--- config.mk ---
export PLATFORM = sky130hd
export DESIGN_NAME = z80_irq_unit
export DESIGN_NICKNAME = d
export VERILOG_FILES = /design/src/rtl/z80_pkg.sv /design/src/rtl/z80_pin_sync.sv /design/src/rtl/z80_irq_unit.sv
export SDC_FILE = /design/constraint.sdc
export NUM_CORES = 1
export LEC_CHECK = 0
export BUFFER_PORTS_ARGS = -buffer_cell sky130_fd_sc_hd__buf_2
export CAP_MARGIN = 40
export CORE_AREA = 4 4 41 43
export DETAILED_ROUTE_END_ITERATION = 10
export DIE_AREA = 0 0 45 47
export MAX_ROUTING_LAYER = met4
export RECOVER_POWER = 50
export SYNTH_ARGS = -nofsm -noshare
export SYNTH_HDL_FRONTEND = slang
export SYNTH_SLANG_ARGS = --single-unit
--- constraint.sdc ---
create_clock -name clk -period 2.3 [get_ports clk]
set_clock_uncertainty 0.15 [all_clocks]
set_input_delay 0.46 -clock clk [delete_from_list [all_inputs] [get_ports clk]]
set_output_delay 0.46 -clock clk [all_outputs]
set_load 0.1 [all_outputs]
--- src/rtl/z80_pkg.sv ---
// Shared Z80 core types used by the interrupt acceptance unit.
package z80_pkg;

    typedef enum logic {
        IRQ_INT = 1'b0,
        IRQ_NMI = 1'b1
    } irq_kind_t;

    typedef enum logic [1:0] {
        IM0 = 2'd0,
        IM1 = 2'd1,
        IM2 = 2'd2
    } im_t;

    localparam logic [1:0] ImReserved = 2'd3;

endpackage

--- src/rtl/z80_pin_sync.sv ---
// Two-flop pin synchronizer (idle high) with an optional falling-edge strobe.
module z80_pin_sync #(
    parameter bit EdgeEn = 1'b0
) (
    input  logic clk,
    input  logic reset_n,
    input  logic pin,
    output logic sync,
    output logic fall
);

    logic s1_q, s2_q;

    always_ff @(posedge clk or negedge reset_n) begin
        if (!reset_n) begin
            s1_q <= 1'b1;
            s2_q <= 1'b1;
        end else begin
            s1_q <= pin;
            s2_q <= s1_q;
        end
    end

    assign sync = s2_q;

    generate
        if (EdgeEn) begin : g_edge
            logic prev_q;

            always_ff @(posedge clk or negedge reset_n) begin
                if (!reset_n) begin
                    prev_q <= 1'b1;
                end else begin
                    prev_q <= s2_q;
                end
            end

            assign fall = prev_q & ~s2_q;
        end else begin : g_no_edge
            assign fall = 1'b0;
        end
    endgenerate

endmodule

--- src/rtl/z80_irq_unit.sv ---
// Z80 interrupt acceptance: IFF1/IFF2, IM, delayed EI and request issue to the sequencer.
// The NMI path is built only when Z80_IRQ_NMI_EN is defined.
module z80_irq_unit
    import z80_pkg::*;
(
    input  logic       clk,
    input  logic       reset_n,
    input  logic       insn_done,
    input  logic       insn_ei,
    input  logic       insn_di,
    input  logic       insn_retn,
    input  logic       im_we,
    input  logic [1:0] im_val,
    input  logic       nmi_n,
    input  logic       int_n,
    input  logic       irq_ack,
    output logic       irq_req,
    output logic       irq_kind,
    output logic [1:0] irq_mode,
    output logic       iff1,
    output logic       iff2,
    output logic [1:0] im,
    output logic       halt_wake
);

    logic      int_sync, int_fall_unused;
    logic      nmi_pend_q, nmi_take;

    logic      iff1_q, iff1_d, iff2_q, iff2_d;
    logic      ei_pend_q, ei_pend_d;
    logic      req_q, req_d;
    irq_kind_t kind_q, kind_d;
    im_t       im_q, im_d, mode_q, mode_d;

    logic      boundary, is_ei, is_di;

    z80_pin_sync #(
        .EdgeEn(1'b0)
    ) u_int_sync (
        .clk    (clk),
        .reset_n(reset_n),
        .pin    (int_n),
        .sync   (int_sync),
        .fall   (int_fall_unused)
    );

`ifdef Z80_IRQ_NMI_EN
    logic nmi_sync_unused, nmi_fall;

    z80_pin_sync #(
        .EdgeEn(1'b1)
    ) u_nmi_sync (
        .clk    (clk),
        .reset_n(reset_n),
        .pin    (nmi_n),
        .sync   (nmi_sync_unused),
        .fall   (nmi_fall)
    );

    // A fresh edge arriving on the accept clock stays pending for the next boundary.
    always_ff @(posedge clk or negedge reset_n) begin
        if (!reset_n) begin
            nmi_pend_q <= 1'b0;
        end else begin
            nmi_pend_q <= (nmi_pend_q & ~nmi_take) | nmi_fall;
        end
    end
`else
    logic unused_nmi;

    assign nmi_pend_q = 1'b0;
    assign unused_nmi = ^{nmi_n, nmi_take};
`endif

    assign boundary = insn_done & ~req_q;
    assign is_di    = insn_di;
    assign is_ei    = insn_ei & ~insn_di;

    always_comb begin
        iff1_d    = iff1_q;
        iff2_d    = iff2_q;
        ei_pend_d = ei_pend_q;
        im_d      = im_q;
        req_d     = req_q;
        kind_d    = kind_q;
        mode_d    = mode_q;
        nmi_take  = 1'b0;

        if (boundary) begin
            if (ei_pend_q && !is_ei) begin
                iff1_d    = 1'b1;
                iff2_d    = 1'b1;
                ei_pend_d = 1'b0;
            end
            if (is_ei) begin
                ei_pend_d = 1'b1;
            end
            if (is_di) begin
                iff1_d    = 1'b0;
                iff2_d    = 1'b0;
                ei_pend_d = 1'b0;
            end
            if (insn_retn) begin
                iff1_d = iff2_d;
            end
            if (im_we && im_val != ImReserved) begin
                im_d = im_t'(im_val);
            end

            // Acceptance sees the IFF/IM values produced by this instruction.
            if (nmi_pend_q) begin
                nmi_take  = 1'b1;
                kind_d    = IRQ_NMI;
                iff2_d    = iff1_d;
                iff1_d    = 1'b0;
                ei_pend_d = 1'b0;
                req_d     = 1'b1;
                mode_d    = im_d;
            end else if (!int_sync && iff1_d && !is_ei) begin
                kind_d = IRQ_INT;
                iff1_d = 1'b0;
                iff2_d = 1'b0;
                req_d  = 1'b1;
                mode_d = im_d;
            end
        end else if (req_q && irq_ack) begin
            req_d = 1'b0;
        end
    end

    always_ff @(posedge clk or negedge reset_n) begin
        if (!reset_n) begin
            iff1_q    <= 1'b0;
            iff2_q    <= 1'b0;
            ei_pend_q <= 1'b0;
            im_q      <= IM0;
            req_q     <= 1'b0;
            kind_q    <= IRQ_INT;
            mode_q    <= IM0;
        end else begin
            iff1_q    <= iff1_d;
            iff2_q    <= iff2_d;
            ei_pend_q <= ei_pend_d;
            im_q      <= im_d;
            req_q     <= req_d;
            kind_q    <= kind_d;
            mode_q    <= mode_d;
        end
    end

    assign irq_req   = req_q;
    assign irq_kind  = kind_q;
    assign irq_mode  = mode_q;
    assign iff1      = iff1_q;
    assign iff2      = iff2_q;
    assign im        = im_q;
    assign halt_wake = nmi_pend_q | (~int_sync & iff1_q & ~ei_pend_q);

endmodule
After elaboration in Yosys (flattened, before gate mapping)
Cells that the tools add are included.

Register bits after elaboration: 10. Bits in latches: 0. RAM bits: 0. ROM bits: 0. Input bits: 12. Output and inout port bits: 9. Logic and storage cells: 45. Memories: 0.

Add/sub/neg operators: 0. Multiply operators: 0. Divide/modulo/power cells: 0. Order comparisons: 0. Eq/ne operators: 2. Shift operators: 0. Muxes and demuxes: 15. Bitwise logic cells: 8. Reductions and logical operators: 12.

Operator list (count): $mux 1 (14); $reduce_and 2->1 (3); $logic_and 1x1->1 (5); $and 1x1->1 (4); $not 1->1 (4); $reduce_bool 3->1 (1); $logic_not 1->1 (2); $mux 2 (1); $ne 2x1->1 const B (1); $ne 2x2->1 const B (1); $reduce_bool 2->1 (1).

Longest topological paths before layout
Depth after elaboration: 12. Mapped depth: 4. Depth with buffers taken out: 3.

Hierarchy
From an unflattened synthesis, not the netlist that was laid out.

Cell total of the unflattened synthesis: 46. Area, all modules: 495.5 sq um.

Modules (own cells, without submodules): z80_irq_unit (times used 1, cells an instance 42, area an instance 431.7 sq um, seq. area each 200.2 sq um); z80_pin_sync (times used 1, cells an instance 4, area an instance 63.8 sq um, seq. area each 52.6 sq um).

Worst setup path after synthesis
OpenSTA, ideal clock, no wires.

Path type: register to output. Start point: register iff1_q (netlist: iff1). End point: output halt_wake. Data arrival time: 3252 ps. Path slack: -1562 ps. Cell stages (with the launch flop): 2. Buffers on the path: 0. Cell sequence: dfrtp_1 -> nor3b_1.

Cells in the longest elaborated chain, start to end: 2.

RTL lines: start, declared (line z80_irq_unit.sv:29) `logic iff1_q, iff1_d, iff2_q, iff2_d;`; start signal, assigned (line z80_irq_unit.sv:141) `iff1_q <= iff1_d;`; $and 1x1->1 (2 in series) (line z80_irq_unit.sv:157) `assign halt_wake = nmi_pend_q | (~int_sync & iff1_q & ~ei_pend_q);`; end, declared (line z80_irq_unit.sv:23) `output logic halt_wake`.

No other way between the ends.

Final worst setup path
Start point: register ei_pend_q. End point: output halt_wake.

Cells in the longest elaborated chain, start to end: 2.

RTL lines: start, declared (line z80_irq_unit.sv:30) `logic ei_pend_q, ei_pend_d;`; start signal, assigned (line z80_irq_unit.sv:143) `ei_pend_q <= ei_pend_d;`; $not 1->1 (line z80_irq_unit.sv:157); $and 1x1->1 (line z80_irq_unit.sv:157).

No other way between the ends.

==> impl_metrics.env <==
export IMPL_layout_commonest_cell="buf_2"
export IMPL_die_w_um=45
export IMPL_synth_area_mux_share_pct=6.87
export IMPL_hold_violations=0
export IMPL_worstSetupPathType="flip-flop to output pin"
export IMPL_synth_compound_area_share_pct=19.8
export IMPL_core_region_area_um2=1300
export IMPL_grt_overflow=0
export IMPL_power_total_uw=610
export IMPL_startpoint_type="flip-flop"
export IMPL_yosysUniqueCellTypes=23
export IMPL_cp_slowest_stage_delay_ns=0.44
export IMPL_rsz0062_at_grt="no"
export IMPL_max_slew_margin_rel_pct=66.2
export IMPL_rows=13
export IMPL_ys_ff_latch=10
export IMPL_crit_required_ns=1.69
export IMPL_outcome="finished clean"
export IMPL_cap_violations=0
export IMPL_cts_sinks=10
export IMPL_dieArea_um2=2120
export IMPL_synth_simple_area_share_pct=14.2
export IMPL_hold_ws_ns=0.151
export IMPL_drtIter0Drc=0
export IMPL_report_final_slew_viol_count=0
export IMPL_drt_pass1_iterations=1
export IMPL_cts_reportedPaths_clkPinSlew_ns=0.07
export IMPL_final_cell_mix="buf_2 (17), dfrtp_1 (7), inv_1 (6)"
export IMPL_drt_wirelength_per_cell_um=11.4
export IMPL_pwr_density_cell_nw_per_um2=958
export IMPL_cts_buffers=3
export IMPL_worstSetupPathDepth=2
export IMPL_cp_startpoint="ei_pend_q"
export IMPL_p_leak_uw=0.000317
export IMPL_fillCellCount=132
export IMPL_worst_pin_slew_ns=0.507
export IMPL_end_kind="output pin"
export IMPL_r2r_start="irq_req"
export IMPL_fp_dieH_um=47
export IMPL_route_detailed_drc=0
export IMPL_synth_xor_area_share_pct=0
export IMPL_final_util_pct=48.9
export IMPL_crit_path_max_fanout=5
export IMPL_syn_inst=46
export IMPL_crit_slowest_cell="dfrtp_1"
export IMPL_post_cts_setup_buffers=0
export IMPL_crit_chain="nor3b_4 -> buf_2"
export IMPL_fin_crit_ns=1.92
export IMPL_setup_violations=0
export IMPL_grt_pass1_wl_mm=1.52
export IMPL_synth_adder_area_share_pct=0
export IMPL_via_per_inst=4.79
export IMPL_syn_to_final_growth_pct=29.5
export IMPL_cp_num_buf_inv=1
export IMPL_synth_cell_area_um2=492
export IMPL_fin_crit_sh_pct=83.6
export IMPL_clock_latency_ns=0.26
export IMPL_antenna_cells=0
export IMPL_final_nets=80
export IMPL_ant_nets=0
export IMPL_max_vdd_ir_drop_uv=678
export IMPL_num_vias=393
export IMPL_clockBufferDepth=2
export IMPL_layout_drive_gt1_share_pct=40.3
export IMPL_rr_endpoint="irq_mode[0]"
export IMPL_grt_pass1_vias=372
export IMPL_crit_family="flip-flops"
export IMPL_fin_setup_tns_ns=0
export IMPL_fmax_ghz=0.520
export IMPL_grt_usage_pct=10.8
export IMPL_root_buffer="clkbuf_4"
export IMPL_htree_levels=1
export IMPL_hpwl_um=711
export IMPL_avgSynthCellArea_um2=10.7
export IMPL_gp_congestion=0.766
export IMPL_yosysSeqAreaShare_pct=51.4
export IMPL_yosysWarningCount=0
export IMPL_r2r_cells=3
export IMPL_cts_tree="yes"
export IMPL_antenna_found_initial=0
export IMPL_synth_top_family_by_area="compound AO/OA/AOI/OAI gates"
export IMPL_syn_nets=58
export IMPL_hold_class="input pin to flip-flop"
export IMPL_ios=21
export IMPL_initial_core_util_pct=37.8
export IMPL_cp_endpoint="halt_wake"
export IMPL_rrSetupSlack_ns=0.59
export IMPL_wl_um=936
export IMPL_arrival_ns=1.31
export IMPL_port_buffer_count=18
export IMPL_grt_max_degree=11
area by class of cell:
class	instances	area (um^2)	area share (%)
Sequential cell	10	254	39.9
Inverter	6	22.5	3.54
Clock buffer	4	26.3	4.13
Tap cell	15	18.8	2.95
Multi-Input combinational cell	28	216	34.0
Timing Repair Buffer	19	98.8	15.5
power breakdown:
group	switching (uW)	total (uW)	internal [uW]
clock	57.7	125	66.8
combinational	219	264	45.0
sequential	18.2	221	203
total	295	610	315
stage by stage:
step | std cells | cell area, um^2 | worst slack (ns)
3_5_place_dp | 77 | 602 | 0.427
6_report | 82 | 637 | 0.377
4_1_cts | 82 | 638 | 0.362
5_1_grt | 82 | 637 | 0.326
3_3_place_gp | 77 | 602 | 0.406
2_1_floorplan | 46 | 504 | 0.0710
registers in the layout, summed over array words and instances (netlist names):
register / count
im: 2
irq_mode: 2
ei_pend_q: 1
iff1: 1
iff2: 1
irq_req: 1
u_int_sync.s1_q: 1
u_int_sync.sync: 1
per-layer routing:
| layer | up-vias | track usage (%) | wire (um) |
|---|---|---|---|
| met5 | - | - | 0 |
| met4 | 0 | 10.5 | 32 |
| met3 | 4 | 2.30 | 58 |
| met2 | 13 | 15.5 | 426 |
| met1 | 183 | 12.3 | 419 |
| li1 | 193 | - | - |
worst register-to-register path, delay by kind of cell (launching register included):
kind | cells | cell delay [ns]
muxes | 1 | 0.23
AOI/OAI and AO/OA | 1 | 0.43
DFF | 1 | 0.40
and+or+nand+nor | 1 | 0.41
logic make-up after synthesis:
logic type	Yosys count
other	1
AO/OA/AOI/OAI	12
buffers and inverters	8
AND/OR/NAND/NOR	12
multiplexers	3
flip-flops	10
what timing repair did:
action | in CTS | in global routing
endpoints found under the hold margin | 8 | 0
gates resized for setup | 0 | 0
hold buffers | 1 | 0
setup endpoints to repair | 0 | 0
Yosys cell counts (all sizes together):
library cell / count / share of area (%)
inv: 6 / 4.6
a21boi: 1 / 1.5
nand2: 5 / 3.8
nand2b: 1 / 1.3
a21o: 1 / 1.5
a2111oi: 1 / 5.6
a211oi: 1 / 1.5
mux2i: 3 / 6.9
dfrtp: 8 / 41
and2b: 2 / 3.1
or3b: 1 / 2.3
nor3b: 1 / 1.5
nor2: 1 / 0.76
or2b: 1 / 1.5
clkbuf: 1 / 0.76
a21oi: 1 / 1.0
conb: 1 / 0.76
o21ai: 3 / 3.1
o31ai: 2 / 3.1
buf: 1 / 1.5
dfstp: 2 / 11
o22ai: 2 / 2.5
worst min path at each step:
stage / startpoint / endpoint / slack, ns / cells past startpoint
final: int_n / u_int_sync.s1_q / 0.15 / 1
after global routing: int_n / u_int_sync.s1_q / 0.15 / 1
after CTS: int_n / u_int_sync.s1_q / 0.14 / 1
after floorplan: reset_n / ei_pend_q / 0.01 / 0
after global placement: reset_n / irq_mode[0] / 0.18 / 1
after detailed placement: reset_n / irq_mode[0] / 0.18 / 1
(Power assumes the default switching activity.)
